--- config.mk ---
export PLATFORM = sky130hd
export DESIGN_NAME = rmii_rx_deframer
export DESIGN_NICKNAME = d
export VERILOG_FILES = /design/src/rtl/eth_rx_pkg.sv /design/src/rtl/eth_crc32_byte.sv /design/src/rtl/rmii_rx_deframer.sv
export SDC_FILE = /design/constraint.sdc
export NUM_CORES = 1
export LEC_CHECK = 0
export BUFFER_PORTS_ARGS = -buffer_cell sky130_fd_sc_hd__buf_4
export CORE_MARGIN = 8
export CORE_UTILIZATION = 55
export CTS_CLUSTER_DIAMETER = 200
export DETAILED_ROUTE_END_ITERATION = 12
export HOLD_SLACK_MARGIN = 0.15
export PLACE_DENSITY_LB_ADDON = 0.25
export SLEW_MARGIN = 10
export SYNTH_ARGS = -nofsm -noshare
export SYNTH_HDL_FRONTEND = slang
export SYNTH_SLANG_ARGS = --single-unit
--- constraint.sdc ---
create_clock -name clock -period 8.37 [get_ports clock]
set_input_delay 0.837 -clock clock [delete_from_list [all_inputs] [get_ports clock]]
set_output_delay 0.837 -clock clock [all_outputs]
set_load 0.01 [all_outputs]
--- src/rtl/eth_rx_pkg.sv ---
// Shared types and constants for the RMII receive path.
package eth_rx_pkg;

   typedef enum logic [2:0] {
      IDLE,
      PREAMBLE,
      DATA,
      FLUSH,
      DROP
   } rx_state_t;

   localparam logic [31:0] CRC32_POLY_REFLECTED = 32'hEDB88320;
   localparam logic [31:0] CRC32_INIT           = 32'hFFFFFFFF;
   localparam logic [31:0] CRC32_RESIDUE        = 32'hDEBB20E3;
   localparam logic [1:0]  SFD_LAST_DIBIT       = 2'b11;
   localparam logic [1:0]  PREAMBLE_DIBIT       = 2'b01;

   function automatic logic [31:0] crc32_byte(
      input logic [31:0] crc,
      input logic [7:0]  data
   );
      logic [31:0] c;
      c = crc ^ {24'h0, data};
      for (int i = 0; i < 8; i++) begin
         c = c[0] ? ((c >> 1) ^ CRC32_POLY_REFLECTED) : (c >> 1);
      end
      return c;
   endfunction

endpackage

--- src/rtl/eth_crc32_byte.sv ---
// Byte-wide reflected CRC-32 accumulator, no final inversion.
module eth_crc32_byte
   import eth_rx_pkg::*;
(
   input  logic        clock,
   input  logic        reset,
   input  logic        i_init,
   input  logic        i_byte_valid,
   input  logic [7:0]  i_data,
   output logic [31:0] o_crc
);

   logic [31:0] r_crc;

   always_ff @(posedge clock or posedge reset) begin
      if (reset) begin
         r_crc <= CRC32_INIT;
      end else if (i_init) begin
         r_crc <= CRC32_INIT;
      end else if (i_byte_valid) begin
         r_crc <= crc32_byte(r_crc, i_data);
      end
   end

   assign o_crc = r_crc;

endmodule

--- src/rtl/rmii_rx_deframer.sv ---
// RMII receive deframer: preamble/SFD detect, FCS strip and check,
// 8-bit AXI-Stream payload output with tlast/tuser.
module rmii_rx_deframer
   import eth_rx_pkg::*;
#(
   parameter int MIN_FRAME_BYTES = 64,
   parameter int MAX_FRAME_BYTES = 1522
) (
   input  logic       clock,
   input  logic       reset,
   input  logic [1:0] rx_rmii_d,
   input  logic       rx_rmii_dv,
   output logic [7:0] rx_maxis_tdata,
   output logic       rx_maxis_tvalid,
   input  logic       rx_maxis_tready,
   output logic       rx_maxis_tlast,
   output logic       rx_maxis_tuser,
   output logic       stat_frame_ok,
   output logic       stat_crc_err,
   output logic       stat_overflow
);

   localparam logic [10:0] LP_MIN = 11'(MIN_FRAME_BYTES);
   localparam logic [10:0] LP_MAX = 11'(MAX_FRAME_BYTES);
   localparam logic [10:0] LP_SAT = 11'(MAX_FRAME_BYTES + 1);
   localparam logic [10:0] LP_HDR = 11'd5;

   rx_state_t       r_state;
   rx_state_t       w_state_nxt;
   logic [5:0]      r_shift;
   logic [1:0]      r_dibit_cnt;
   logic [10:0]     r_byte_cnt;
   logic [3:0][7:0] r_dly;
   logic [7:0]      r_pend;
   logic            r_seen01;
   logic            r_frame_err;
   logic            r_ovs;
   logic [7:0]      r_tdata;
   logic            r_tvalid;
   logic            r_tlast;
   logic            r_tuser;
   logic            r_stat_ok;
   logic            r_stat_crc;
   logic            r_stat_ovf;

   logic [31:0] w_crc;
   logic [7:0]  w_byte;
   logic        w_byte_done;
   logic        w_oversize;
   logic        w_push;
   logic        w_out_free;
   logic        w_pend_valid;
   logic        w_drop;
   logic        w_out_wr;
   logic        w_crc_init;
   logic        w_flush_emit;
   logic        w_crc_bad;
   logic        w_short;
   logic        w_tuser_fin;

   assign w_byte       = {rx_rmii_d, r_shift};
   assign w_byte_done  = (r_state == DATA) && rx_rmii_dv
                         && (r_dibit_cnt == 2'd3);
   assign w_oversize   = w_byte_done && (r_byte_cnt == LP_MAX);
   assign w_push       = w_byte_done && !w_oversize;
   assign w_out_free   = !r_tvalid || rx_maxis_tready;
   // Four bytes sit in the delay line, so a pending byte exists from byte 5.
   assign w_pend_valid = (r_byte_cnt >= LP_HDR);
   assign w_drop       = w_push && w_pend_valid && !w_out_free;
   assign w_out_wr     = (w_push && w_pend_valid && w_out_free)
                         || w_flush_emit;
   assign w_crc_bad    = (w_crc != CRC32_RESIDUE);
   assign w_short      = (r_byte_cnt < LP_MIN);
   assign w_tuser_fin  = r_ovs || w_crc_bad || r_frame_err || w_short;

   eth_crc32_byte u_crc (
      .clock        (clock),
      .reset        (reset),
      .i_init       (w_crc_init),
      .i_byte_valid (w_push),
      .i_data       (w_byte),
      .o_crc        (w_crc)
   );

   always_ff @(posedge clock or posedge reset) begin
      if (reset) begin
         r_state <= IDLE;
      end else begin
         r_state <= w_state_nxt;
      end
   end

   always_comb begin
      w_state_nxt  = r_state;
      w_crc_init   = 1'b0;
      w_flush_emit = 1'b0;
      unique case (r_state)
         IDLE: begin
            if (rx_rmii_dv) w_state_nxt = PREAMBLE;
         end
         PREAMBLE: begin
            if (!rx_rmii_dv) begin
               w_state_nxt = IDLE;
            end else if (rx_rmii_d == SFD_LAST_DIBIT) begin
               if (r_seen01) begin
                  w_state_nxt = DATA;
                  w_crc_init  = 1'b1;
               end else begin
                  w_state_nxt = DROP;
               end
            end else if (rx_rmii_d == 2'b10) begin
               w_state_nxt = DROP;
            end
         end
         DATA: begin
            if (!rx_rmii_dv || w_oversize) w_state_nxt = FLUSH;
         end
         FLUSH: begin
            if (!w_pend_valid) begin
               w_state_nxt = IDLE;
            end else if (w_out_free) begin
               w_flush_emit = 1'b1;
               w_state_nxt  = r_ovs ? DROP : IDLE;
            end
         end
         DROP: begin
            if (!rx_rmii_dv) w_state_nxt = IDLE;
         end
         default: w_state_nxt = IDLE;
      endcase
   end

   always_ff @(posedge clock or posedge reset) begin
      if (reset) begin
         r_shift     <= '0;
         r_dibit_cnt <= '0;
         r_byte_cnt  <= '0;
         r_dly       <= '0;
         r_pend      <= '0;
         r_seen01    <= 1'b0;
         r_frame_err <= 1'b0;
         r_ovs       <= 1'b0;
         r_stat_ok   <= 1'b0;
         r_stat_crc  <= 1'b0;
         r_stat_ovf  <= 1'b0;
      end else begin
         r_stat_ok  <= 1'b0;
         r_stat_crc <= 1'b0;
         r_stat_ovf <= w_drop;
         if (r_state == IDLE) begin
            r_seen01 <= rx_rmii_dv && (rx_rmii_d == PREAMBLE_DIBIT);
         end else if ((r_state == PREAMBLE) && rx_rmii_dv
                      && (rx_rmii_d == PREAMBLE_DIBIT)) begin
            r_seen01 <= 1'b1;
         end
         if (w_crc_init) begin
            r_dibit_cnt <= '0;
            r_byte_cnt  <= '0;
            r_frame_err <= 1'b0;
            r_ovs       <= 1'b0;
         end
         if (r_state == DATA) begin
            if (rx_rmii_dv) begin
               r_shift     <= w_byte[7:2];
               r_dibit_cnt <= r_dibit_cnt + 2'd1;
            end else if (r_dibit_cnt != 2'd0) begin
               r_frame_err <= 1'b1;
            end
         end
         if (w_byte_done && (r_byte_cnt != LP_SAT)) begin
            r_byte_cnt <= r_byte_cnt + 11'd1;
         end
         if (w_oversize) r_ovs <= 1'b1;
         if (w_drop) r_frame_err <= 1'b1;
         if (w_push) begin
            r_dly  <= {r_dly[2:0], w_byte};
            r_pend <= r_dly[3];
         end
         // An oversize abort reports only as a flagged frame, not a CRC error.
         if (w_flush_emit) begin
            r_stat_ok  <= !w_tuser_fin;
            r_stat_crc <= w_crc_bad && !r_ovs;
         end
      end
   end

   always_ff @(posedge clock or posedge reset) begin
      if (reset) begin
         r_tdata  <= '0;
         r_tvalid <= 1'b0;
         r_tlast  <= 1'b0;
         r_tuser  <= 1'b0;
      end else if (w_out_wr) begin
         r_tdata  <= r_pend;
         r_tvalid <= 1'b1;
         r_tlast  <= w_flush_emit;
         r_tuser  <= w_flush_emit && w_tuser_fin;
      end else if (rx_maxis_tready) begin
         r_tvalid <= 1'b0;
      end
   end

   assign rx_maxis_tdata  = r_tdata;
   assign rx_maxis_tvalid = r_tvalid;
   assign rx_maxis_tlast  = r_tlast;
   assign rx_maxis_tuser  = r_tuser;
   assign stat_frame_ok   = r_stat_ok;
   assign stat_crc_err    = r_stat_crc;
   assign stat_overflow   = r_stat_ovf;

endmodule

==> flow_summary.toml <==
[run_status]
status = "completed"

[power_and_ir_drop]
ir_drop_mv = 0.482
powerDensity_nw_per_um2 = 372
p_leak_uw = 0.00273

[critical_path]
r2r_setup_slack_ns = 4.34
reg2regPathDepth = 6
r2r-end = "rx_maxis_tdata[7]"
end_kind = "flip-flop"
cp-start-kind = "primary input"
timing.rr.start = "r_state[0]"
worst_ep_arrival_time_ns = 4.31
worst-setup-path-type = "in2reg"
path_max_fanout = 90
required_ns = 8.63

[logic_synthesis]
ys.flop_type = "dfrtp_1"
synth_cell_types = 49
ys_top_cells_by_area = "dfrtp_1 37%, dfstp_2 16%, nand2_1 11%"
synth_most_common_cell = "nand2_1"
syn-num-nets = 563
ys_warn_count = 0
synth_edf_count = 0
synth_top_cell_by_area = "dfrtp_1"
syn_avg_cell_area_sq_um = 9.74
netlist.area_leader.share_pct = 36.8
syn_inst = 552
ys_seq_elements = 111
seq_area_frac_synth_pct = 52.4
syn-cell-area_sq_um = 5380
async_flop_share_pct = 100
synth_common_cells = "160 x nand2_1, 79 x dfrtp_1, 53 x xnor2_1"

[layout]
drive_gt1_share_pct = 15.9
fillCellCount = 856
fin_cells = 698
multi_input_area_sq_um = 2430
diodes = 0
nets = 571
seq_area_sq_um = 2820
area_growth_pct = 8.12

[global_route]
grt_pass1_vias = 3705
antenna_found_initial = 0
grt_max_degree = 91
grt_pass1_wl_um = 18200
globalRouteTotalUtil_pct = 17.4
grt-ovfl-total = 0

[route]
wl_per_cell_um = 15.1
drt_pass1_iterations = 4
drc = 0
ant_nets = 0
num_vias = 3695
dr.first_iter.drc_count = 290
routed_via_density = 5.29
wirelength_um = 10500

[floorplan]
die_area_sq_um = 13200
start_util_pct = 55.8
num_rows = 36
die_h_um = 115
fp.coreArea_sq_um = 9640
num_io_pins = 20
die_w_um = 115

[clocking]
cts_tree = "done"
clockRootBuffer = "clkbuf_8"
clk_path_buf_depth = 2
path_clk_slew_ns = 0.10
ctsHoldBuffers = 0
h-tree-depth = 3
cts_setup_buffers = 0
worstSkewPairLatency_ns = 0.37
cts_buffers = 9
cts.sinks = 111
post_cts_resized = 0

[timing]
rsz0062_at_grt = "no"
period_needed_ns = 4.05
report.final.hold_viol_count = 0
setup-tns-final_ns = 0
setup_viol = 0
finClkSkew_ns = 0.00756
worstMarginPinSlew_ns = 1.23
fmax_mhz = 247
period_share_pct = 48.4
report.final.slew_viol_count = 0
slew_headroom_pct = 16.9

[min_path]
min_path_type = "reg2reg"
min-delay-start = "r_dly[29]"
hold_depth = 2
hold_end = "r_pend[5]"

[job]
drv_cap = 0

[placed_design]
dp.cells = 682
hpwl_um = 6940
gp_congestion = 0.844
port_buffers = 19
==> logic make-up after synthesis <==
family / count (synthesis) / share of synthesized area (%)
AND/OR/NAND/NOR: 266 / 21.9
XOR/XNOR: 69 / 12.3
flip-flops: 111 / 52.4
buffers and inverters: 33 / 2.63
adder cells (fa/ha/maj): 5 / 1.16
AO/OA/AOI/OAI: 53 / 5.96
multiplexers: 15 / 3.58
==> area by class of cell <==
| class | instances | share of cell area [%] |
|---|---|---|
| timing repair buffer | 23 | 2.97 |
| inverter | 7 | 0.495 |
| multi-input combinational | 408 | 41.7 |
| tap | 133 | 2.86 |
| clock buffer | 12 | 2.50 |
| sequential | 111 | 48.5 |
| clock inverter | 4 | 0.947 |
==> worst max path at each step <==
stage / from / endpoint / slack, ns / cells past startpoint
after floorplan: reset / r_byte_cnt[0] / 4.66 / 1
after global placement: rx_rmii_dv / rx_maxis_tdata[5] / 4.01 / 7
after detailed placement: rx_rmii_dv / rx_maxis_tdata[2] / 3.97 / 7
after CTS: r_state[0] / rx_maxis_tdata[7] / 4.37 / 6
after global routing: r_state[0] / rx_maxis_tdata[5] / 4.10 / 6
final: rx_rmii_dv / rx_maxis_tdata[7] / 4.32 / 7
==> state kept, by name (all words and copies together) (netlist names) <==
name / count
r_dly: 32
u_crc.o_crc: 32
r_byte_cnt: 11
r_pend: 8
rx_maxis_tdata: 8
r_shift: 6
r_state: 3
r_dibit_cnt: 2
r_frame_err: 1
r_ovs: 1
r_seen01: 1
rx_maxis_tlast: 1
rx_maxis_tuser: 1
rx_maxis_tvalid: 1
stat_crc_err: 1
stat_frame_ok: 1
stat_overflow: 1
==> metrics by stage <==
stage                     util [%]  setup slack, ns  power, uW  hold WS (ns)  instance area (sq um)
after floorplan                  -             4.66       1650         0.439                   5380
after global placement        58.2             4.01       1800         0.450                   5610
after detailed placement      58.2             3.97       1830         0.453                   5610
after CTS                     60.3             4.37       2170         0.477                   5810
after global routing          60.3             4.10       2310         0.498                   5810
final                         60.3             4.32       2160         0.470                   5810
==> worst max-delay path, cell delays in order <==
cell	delay [ns]
buf_4	0.12
nor4bb_1	0.97
nand2_1	0.47
a21oi_4	0.21
buf_4	0.67
o211a_1	0.61
mux2_4	0.34
==> metal layers <==
| metal | vias up | share of wire, % | GRT usage [%] |
|---|---|---|---|
| met5 | - | 0 | 0 |
| met4 | 0 | 1.1 | 4.82 |
| met3 | 8 | 3.8 | 4.67 |
| met2 | 58 | 49 | 28.4 |
| met1 | 1798 | 47 | 22.4 |
| li1 | 1831 | - | - |
==> power breakdown <==
part	switching, uW	leakage [uW]	internal (uW)	total (uW)
Clock	178	0.0000968	148	327
Sequential	106	0.00142	690	796
Combinational	526	0.00122	512	1040
Total	810	0.00273	1350	2160
==> placed cells by master (no fill, tap or decap), types with 2 or more instances in the layout <==
cell and n:
o21a_1 2, and3_1 2, nor3_1 32, clkbuf_8 10
nor4_1 2, nor4b_1 2, clkinv_4 2, and4_1 2
nor2_1 24, nand3_1 22, xnor2_2 2, nand2_1 160
o31ai_1 3, nor2b_1 3, mux2_2 2, xnor3_1 2
mux2_4 8, inv_1 6, buf_4 23, nand4_1 3
nor3b_1 2, clkbuf_1 2, o21ai_0 15, xnor2_1 53
dfrtp_1 79, or3_1 2, ha_1 5, xor2_2 2
xor2_1 10, mux2i_1 5, o22ai_1 2, a21o_1 3
a21oi_1 21, dfstp_2 32
(Power assumes the default switching activity.)
